--- src/rtl/demux_pkg.sv ---
// Shared types and constants for the 1-to-2 packet demultiplexer.
// The optional per-port delivered-packet counters are enabled by defining DEMUX_CNT_EN.
package demux_pkg;

    localparam int WIDTH_DEF = 8;
    localparam int CNT_W     = 8;

    typedef enum logic [1:0] {
        ST_IDLE  = 2'd0,
        ST_LOCKA = 2'd1,
        ST_LOCKB = 2'd2
    } state_t;

    // A multi-beat packet locks its destination until the beat carrying last is accepted.
    function automatic state_t next_state(input state_t cur, input logic accept,
                                          input logic last, input logic to_a);
        state_t nxt;
        nxt = cur;
        case (cur)
            ST_IDLE: begin
                if (accept && !last) begin
                    nxt = to_a ? ST_LOCKA : ST_LOCKB;
                end else begin
                    nxt = ST_IDLE;
                end
            end
            ST_LOCKA, ST_LOCKB: begin
                if (accept && last) begin
                    nxt = ST_IDLE;
                end else begin
                    nxt = cur;
                end
            end
            default: nxt = ST_IDLE;
        endcase
        return nxt;
    endfunction

endpackage

--- src/rtl/out_slot.sv ---
// One-entry output register slot with valid/ready handshake.
// With DEMUX_CNT_EN defined it also counts delivered packets (wrapping).
module out_slot
    import demux_pkg::*;
#(
    parameter int WIDTH = WIDTH_DEF
) (
    input  logic             clk,
    input  logic             rst_n,
    input  logic             load,
    input  logic [WIDTH-1:0] load_data,
    input  logic             load_last,
    output logic             can_load,
`ifdef DEMUX_CNT_EN
    output logic [CNT_W-1:0] pkt_cnt,
`endif
    output logic [WIDTH-1:0] out_data,
    output logic             out_last,
    output logic             out_valid,
    input  logic             out_ready
);

    logic [WIDTH-1:0] data_r;
    logic             last_r;
    logic             valid_r;
    logic             drain_s;

    assign drain_s   = valid_r && out_ready;
    assign can_load  = !valid_r || out_ready;
    assign out_data  = data_r;
    assign out_last  = last_r;
    assign out_valid = valid_r;

    // Slot storage: a load wins over a drain, a stalled beat is held untouched.
    always_ff @(posedge clk or negedge rst_n) begin
        if (!rst_n) begin
            data_r  <= {WIDTH{1'b0}};
            last_r  <= 1'b0;
            valid_r <= 1'b0;
        end else if (load) begin
            data_r  <= load_data;
            last_r  <= load_last;
            valid_r <= 1'b1;
        end else if (drain_s) begin
            valid_r <= 1'b0;
        end else begin
            valid_r <= valid_r;
        end
    end

`ifdef DEMUX_CNT_EN
    logic [CNT_W-1:0] cnt_r;
    assign pkt_cnt = cnt_r;

    // Delivered-packet counter, bumped when a last beat leaves the slot.
    always_ff @(posedge clk or negedge rst_n) begin
        if (!rst_n) begin
            cnt_r <= {CNT_W{1'b0}};
        end else if (drain_s && last_r) begin
            cnt_r <= cnt_r + {{(CNT_W-1){1'b0}}, 1'b1};
        end else begin
            cnt_r <= cnt_r;
        end
    end
`endif

endmodule

--- src/rtl/demux1to2_pkt.sv ---
// Packet-aware 1-to-2 demultiplexer: the first beat's sel picks the port for the whole packet.
// Define DEMUX_CNT_EN to add a_pkt_cnt/b_pkt_cnt delivered-packet counters.
module demux1to2_pkt
    import demux_pkg::*;
#(
    parameter int WIDTH = WIDTH_DEF
) (
    input  logic             clk,
    input  logic             rst_n,
    input  logic [WIDTH-1:0] in_data,
    input  logic             in_last,
    input  logic             in_valid,
    output logic             in_ready,
    input  logic             sel,
    output logic [WIDTH-1:0] a_data,
    output logic             a_last,
    output logic             a_valid,
    input  logic             a_ready,
    output logic [WIDTH-1:0] b_data,
    output logic             b_last,
    output logic             b_valid,
`ifdef DEMUX_CNT_EN
    output logic [CNT_W-1:0] a_pkt_cnt,
    output logic [CNT_W-1:0] b_pkt_cnt,
`endif
    input  logic             b_ready
);

    state_t state_r;
    logic   dst_a_s;
    logic   a_can_s;
    logic   b_can_s;
    logic   accept_s;

    // sel only matters between packets; a locked state pins the destination.
    assign dst_a_s  = (state_r == ST_IDLE) ? sel : (state_r == ST_LOCKA);
    assign in_ready = dst_a_s ? a_can_s : b_can_s;
    assign accept_s = in_valid && in_ready;

    // Packet lock state machine.
    always_ff @(posedge clk or negedge rst_n) begin
        if (!rst_n) begin
            state_r <= ST_IDLE;
        end else begin
            state_r <= next_state(state_r, accept_s, in_last, dst_a_s);
        end
    end

    out_slot #(.WIDTH(WIDTH)) u_slot_a (
        .clk       (clk),
        .rst_n     (rst_n),
        .load      (accept_s && dst_a_s),
        .load_data (in_data),
        .load_last (in_last),
        .can_load  (a_can_s),
`ifdef DEMUX_CNT_EN
        .pkt_cnt   (a_pkt_cnt),
`endif
        .out_data  (a_data),
        .out_last  (a_last),
        .out_valid (a_valid),
        .out_ready (a_ready)
    );

    out_slot #(.WIDTH(WIDTH)) u_slot_b (
        .clk       (clk),
        .rst_n     (rst_n),
        .load      (accept_s && !dst_a_s),
        .load_data (in_data),
        .load_last (in_last),
        .can_load  (b_can_s),
`ifdef DEMUX_CNT_EN
        .pkt_cnt   (b_pkt_cnt),
`endif
        .out_data  (b_data),
        .out_last  (b_last),
        .out_valid (b_valid),
        .out_ready (b_ready)
    );

endmodule

--- config.mk ---
export PLATFORM = sky130hd
export DESIGN_NAME = demux1to2_pkt
export DESIGN_NICKNAME = d
export VERILOG_FILES = /design/src/rtl/demux_pkg.sv /design/src/rtl/out_slot.sv /design/src/rtl/demux1to2_pkt.sv
export SDC_FILE = /design/constraint.sdc
export NUM_CORES = 1
export LEC_CHECK = 0
export ABC_AREA = 0
export BUFFER_PORTS_ARGS = -buffer_cell sky130_fd_sc_hd__buf_2
export CAP_MARGIN = 40
export CORE_ASPECT_RATIO = 0.5
export CORE_MARGIN = 8
export CORE_UTILIZATION = 30
export CTS_BUF_LIST = sky130_fd_sc_hd__clkbuf_8
export DETAILED_ROUTE_END_ITERATION = 12
export GPL_ROUTABILITY_DRIVEN = 0
export SETUP_SLACK_MARGIN = 0.4
export SLEW_MARGIN = 30
export SYNTH_ARGS = -nofsm -noshare
export SYNTH_HDL_FRONTEND = slang
export SYNTH_HIERARCHICAL = 1
export SYNTH_SLANG_ARGS = --single-unit
--- constraint.sdc ---
create_clock -name clk -period 2.83 [get_ports clk]
set_input_delay 0.283 -clock clk [delete_from_list [all_inputs] [get_ports clk]]
set_output_delay 0.283 -clock clk [all_outputs]
set_load 0.01 [all_outputs]
==> results of run 1 <==
## critical path: cells and delay by family (launching register included)
family     cells  cell delay (ps)
fa+ha+maj      1              180
buf+inv        2              200
flops          1              410
mux            2              700
## cell type report
| class | count | area [sq um] |
|---|---|---|
| Fill cell | 280 | 1800 |
| Sequential cell | 22 | 551 |
| Multi-Input combinational cell | 34 | 400 |
| Timing Repair Buffer | 36 | 185 |
| Tap cell | 40 | 50.0 |
| Clock buffer | 3 | 41.3 |
| Clock inverter | 1 | 30.0 |
| Inverter | 3 | 11.3 |
## cell usage after synthesis, drive strengths merged
cell / number
dfrtp: 22
mux2: 19
nand2b: 4
inv: 3
a32o: 2
buf: 2
ha: 2
nor2: 2
and3: 1
and4: 1
mux2i: 1
nand2: 1
nand3: 1
## metrics by stage
step / cell area [sq um] / cells / hold slack, ps / util / setup slack, ps
2_1_floorplan: 982 / 61 / -12.6 / - / 1110
3_3_place_gp: 1180 / 134 / 280 / 0.387 / 732
3_5_place_dp: 1190 / 134 / 282 / 0.387 / 929
4_1_cts: 1270 / 139 / 245 / 0.414 / 776
5_1_grt: 1270 / 139 / 243 / 0.414 / 708
6_report: 1270 / 139 / 256 / 0.414 / 792
## sequential cells by signal (all words and copies together), names as in the netlist
name,cells
state_r,2
u_slot_a/out_data,8
u_slot_a/out_last,1
u_slot_a/out_valid,1
u_slot_b/out_data,8
u_slot_b/out_last,1
u_slot_b/out_valid,1
## routing by layer
layer | vias to the layer above | GRT usage | wire length (um)
li1 | 285 | - | -
met1 | 294 | 0.0791 | 821
met2 | 8 | 0.147 | 1190
met3 | 6 | 0.0220 | 32
met4 | 0 | 0.0456 | 59
met5 | - | 0 | 0
## power breakdown
part           internal [mW]  switching (mW)  leakage, nW  total (mW)
sequential             0.391          0.0423        0.263       0.433
combinational          0.171           0.129        0.347       0.300
clock                  0.189           0.105       0.0357       0.294
total                  0.751           0.276        0.646        1.03
## cells by family after synthesis
group                    synth area share
buffers and inverters              0.0344
AND/OR/NAND/NOR                    0.0586
multiplexers                        0.301
flip-flops                          0.561
adder cells (fa/ha/maj)            0.0255
AO/OA/AOI/OAI                      0.0204
## final timing paths
kind / from / cells past startpoint / end / slack, ps
max: state_r[0] / 5 / in_ready / 790
min: in_data[1] / 2 / u_slot_b/out_data[1] / 260
max reg2reg: state_r[0] / 5 / u_slot_b/out_data[3] / 930
min reg2reg: u_slot_b/out_data[2] / 1 / u_slot_b/out_data[2] / 500
max in group asynchronous: rst_n / 2 / u_slot_b/out_data[6] / 1980
min in group asynchronous: rst_n / 2 / u_slot_a/out_data[7] / 510
## cells in the final DEF, fill, tap and decap left out, types with 2 or more instances in the layout
master	Yosys	final
inv_1	3	3
ha_1	2	2
nand2b_1	4	4
clkbuf_8	0	3
buf_2	0	35
mux2_4	19	19
a32o_1	2	2
dfrtp_1	22	22
==> run summary, run 1 <==
Critical path
* 3 — crit path max fanout
* 410 ps — largest stage delay on the critical path
* 2550 ps — Req. time, crit path
* register — category of the worst setup path launch point
* 1760 ps — critical path arrival
* dfrtp_1 — library cell contributing the largest single delay on the critical path
* inv_1 > ha_1 > mux2i_1 > mux2_4 > buf_2 — worst path cell trace
* output pin — Critical Path Sink Type
* reg -> out — WS Path Type

STA
* 0.720 — period utilization
* 0 — endpoints failing setup
* 491 MHz — f_max
* false — setup repair after global routing missed its margin
* 2040 ps — minimum period implied by the final worst setup slack
* 0 ps — Post-Route Setup TNS
* 0 — Final Slew Violations
* 678 ps — Tightest Pin Transition
* 0 — Final Hold Vio Count
* 0.548 — headroom to the max-slew limit
* 6.42 ps — worst clock skew

Yosys
* 78 — total nets after synthesis
* 22 — Seq cells post-synth
* 13 — number of distinct library cells after synthesis
* 6 — total number of yosys warnings
* dfrtp_1, mux2_4, ha_1 — cell types occupying the most area after synthesis
* 0.561 — register area share after synthesis
* 61 — Mapped Cells
* dfrtp_1 — cell accounting for the most synthesized area
* 16.1 sq um — Mean Syn Cell Area
* 0.561 — Yosys top cell area share
* 982 sq um — total standard cell area after synthesis

Power
* 809 nW/um^2 — Cell Pwr Density
* 0.646 nW — static leakage
* 1.03 mW — post-layout total power
* 0.253 mV — maximum resistive drop on vdd

Finish
* 0 — diode count
* 117 — nets
* 0.606 — fraction of final layout cells sized beyond drive strength 1
* 29.2% — Area growth, synth to finish

Clock tree
* 80 ps — Worst-path clk slew
* 2 — Max Buffers Root-to-Sink
* 1 — number of H-tree levels
* built — CTS tree
* 0 — post-CTS repair timing setup buffer count
* clkbuf_8 — CTS root buffer
* 3 — Inserted Clock Buffers
* 22 — number of sinks on the clock net
* 1 — total of hold buffers inserted after clock tree synthesis
* 0 — post-cts resize count
* 270 ps — Clock Latency Late Sink

Place
* 35 — Port Buf Inserts
* 1570 um — dpl hpwl

GRT
* 687 — number of global-route vias before repair
* 0.0791 — total global-route track usage
* 23 — pin count of the biggest net entering global routing
* 3520 um — first-pass GRT wire length
* 0 — Remaining Overflow, GRT
* 0 — initial antenna violation count

Drt
* 0 — antenna violation net count after detailed routing
* 4.27 — per-cell via count in the routed design
* 593 — total via count in the routed design
* 2100 um — Post-Route WL
* 15.1 um — wire length per cell after detailed routing
* 11 — number of violations reported at the end of detailed-routing iteration 0
* 0 — detailed-route DRC error count
* 4 — 1st-pass router iterations

Status
* finished, final reports clean — result of the run

Floorplanning
* 36 — Top-Level Pins
* 3070 sq um — core box area
* 0.320 — initial cell density of the core
* 14 — Row Count
* 56.5 um — overall die height
* 5470 sq um — area of the die
* 96.9 um — floorplan die width

Run
* 0 — maximum capacitance violations

Hold path
* in -> reg — path category of the worst min-delay check

Note: power is estimated with default switching activity, not from simulation.
==> run 2, diff against run 1 <==
- clock period: 2.83 -> 2.1 ns (I/O delays scaled with it)
==> run summary, run 2 (same netlist as run 1, synthesis figures left out) <==
Drt
* 619 — total via count in the routed design, +4.4%
* 14.3 um — wire length per cell after detailed routing, -5.2%
* 4.39 — per-cell via count in the routed design, +2.9%
* 32 — number of violations reported at the end of detailed-routing iteration 0, +21
* 0 — detailed-route DRC error count, unchanged
* 2020 um — Post-Route WL, -3.9%
* 3 — 1st-pass router iterations, -1
* 0 — antenna violation net count after detailed routing, unchanged

Hold path
* in -> reg — path category of the worst min-delay check
* in_data[1] — hold wc startpoint
* 2 — number of stages on the worst hold path, unchanged

GRT
* 693 — number of global-route vias before repair, +0.87%
* 3340 um — first-pass GRT wire length, -5.1%
* 0 — Remaining Overflow, GRT, unchanged
* 23 — pin count of the biggest net entering global routing, unchanged
* 0 — initial antenna violation count, unchanged
* 0.0751 — total global-route track usage, -0.00401

Critical path
* register — category of the worst setup path launch point
* reg -> out — WS Path Type
* 5 — cells on worst reg2reg path, unchanged
* 1890 ps — Req. time, crit path, -660 ps
* 3 — crit path max fanout, unchanged
* output pin — Critical Path Sink Type
* state_r[1] — critical path launch point
* 280 ps — reg-to-reg setup timing slack, -650 ps
* 1640 ps — critical path arrival, -120 ps
* state_r[1] — source of the worst register-to-register timing path

Floorplanning
* 0.320 — initial cell density of the core, unchanged
* 5470 sq um — area of the die, unchanged
* 96.9 um — floorplan die width, unchanged
* 36 — Top-Level Pins, unchanged
* 56.5 um — overall die height, unchanged
* 14 — Row Count, unchanged
* 3070 sq um — core box area, unchanged

Status
* finished, final reports clean — result of the run

STA
* 0 ps — Post-Route Setup TNS, unchanged
* 0 — Final Slew Violations, unchanged
* 1850 ps — minimum period implied by the final worst setup slack
* 0.545 — headroom to the max-slew limit, -0.00258
* 681 ps — Tightest Pin Transition, +3.87 ps
* 540 MHz — f_max
* 2.44 ps — worst clock skew, -3.99 ps
* 0 — endpoints failing setup, unchanged
* 188 ps — Worst Hold Slack, -67.2 ps
* 0.882 — period utilization
* 0 — Final Hold Vio Count, unchanged
* true — setup repair after global routing missed its margin

Finish
* buf_2, dfrtp_1, mux2_4 — most frequent cells in the layout
* 119 — nets, +1.7%
* 0.653 — fraction of final layout cells sized beyond drive strength 1, +0.0474
* buf_2 — most common cell after layout, fill and taps aside
* 0 — diode count, unchanged
* 31.6% — Area growth, synth to finish

Power
* 0.231 — clock share of power, -0.055
* 0.281 — switching power share of the total, +0.0119
* 1010 nW/um^2 — Cell Pwr Density, +25%
* 0.366 mW — switching power of the nets, +32%
* 0.333 mV — maximum resistive drop on vdd, +31%
* 0.324 — Combinational Power Share, +0.032
* 0.937 mW — Internal Dissipation, +25%
* 0.446 — Flop pwr share, +0.024
* 0.648 nW — static leakage, +0.36%

Clock tree
* built — CTS tree
* 1 — number of H-tree levels, unchanged
* clkbuf_8 — CTS root buffer
* 260 ps — Clock Latency Late Sink, about the same
* 22 — number of sinks on the clock net, unchanged
* 2 — Max Buffers Root-to-Sink, unchanged
* 3 — Inserted Clock Buffers, unchanged
* 80 ps — Worst-path clk slew, about the same

Run
* 0 — maximum capacitance violations, unchanged

Place
* 35 — Port Buf Inserts, unchanged
* 1480 um — dpl hpwl, -5.2%

[run 2: changes by cell type in the layout (fill, tap and decap cells not counted), sizes merged]
| cell | previous run | this run |
|---|---|---|
| buf | 35 | 37 |
| bufinv | 1 | 0 |
| clkbuf | 3 | 4 |
[run 2: final timing paths]
check,to
setup reg to reg,u_slot_a/out_data[2]
hold / removal,u_slot_b/out_data[1]
hold reg to reg,u_slot_a/out_data[3]
setup / recovery,in_ready
min in group asynchronous,u_slot_a/out_data[0]
max in group asynchronous,u_slot_a/out_data[3]
[run 2: final cells by class]
| cell class | instances | area [sq um] |
|---|---|---|
| Sequential cell | 22 | 551 |
| Timing Repair Buffer | 38 | 200 |
| Multi-Input combinational cell | 34 | 425 |
| Fill cell | 274 | 1770 |
| Clock buffer | 4 | 55.1 |
| Tap cell | 40 | 50.0 |
| Inverter | 3 | 11.3 |
[run 2: layer usage]
layer | vias up | track usage | share of wire
met5 | - | 0 | 0
met4 | 0 | 0.0412 | 0.018
met3 | 4 | 0.0232 | 0.026
met2 | 10 | 0.142 | 0.56
met1 | 314 | 0.0725 | 0.39
li1 | 291 | - | -
[run 2: stage by stage]
step	instance area, sq um	utilization	power, mW	worst slack, ps	cells
after floorplan	988	-	0.841	403	61
after global placement	1190	0.389	0.996	-5.94	134
after detailed placement	1190	0.389	0.997	268	134
after CTS	1280	0.417	1.32	250	139
after global routing	1290	0.422	1.37	178	141
final	1290	0.422	1.30	249	141
[run 2: power by group through the flow]
stage          Clock [mW]  Combinational, mW  Sequential [mW]
6_report            0.300              0.422            0.581
3_3_place_gp            0              0.408            0.588
3_5_place_dp            0              0.412            0.586
5_1_grt             0.328              0.451            0.594
4_1_cts             0.312              0.426            0.580
2_1_floorplan           0              0.205            0.635
[run 2: repair_timing]
action	4_1_cts	5_1_grt
pin swaps	2	0
hold endpoints to repair	22	0
setup buffers	0	2
setup endpoints to repair	21	22
resized for setup	4	0
hold buffers	1	0
[run 2: worst max-delay path: stages, from the launching register on]
cell and delay [ps]:
dfrtp_1 400, inv_2 90, ha_4 150, mux2i_4 260, mux2_4 340, buf_2 140
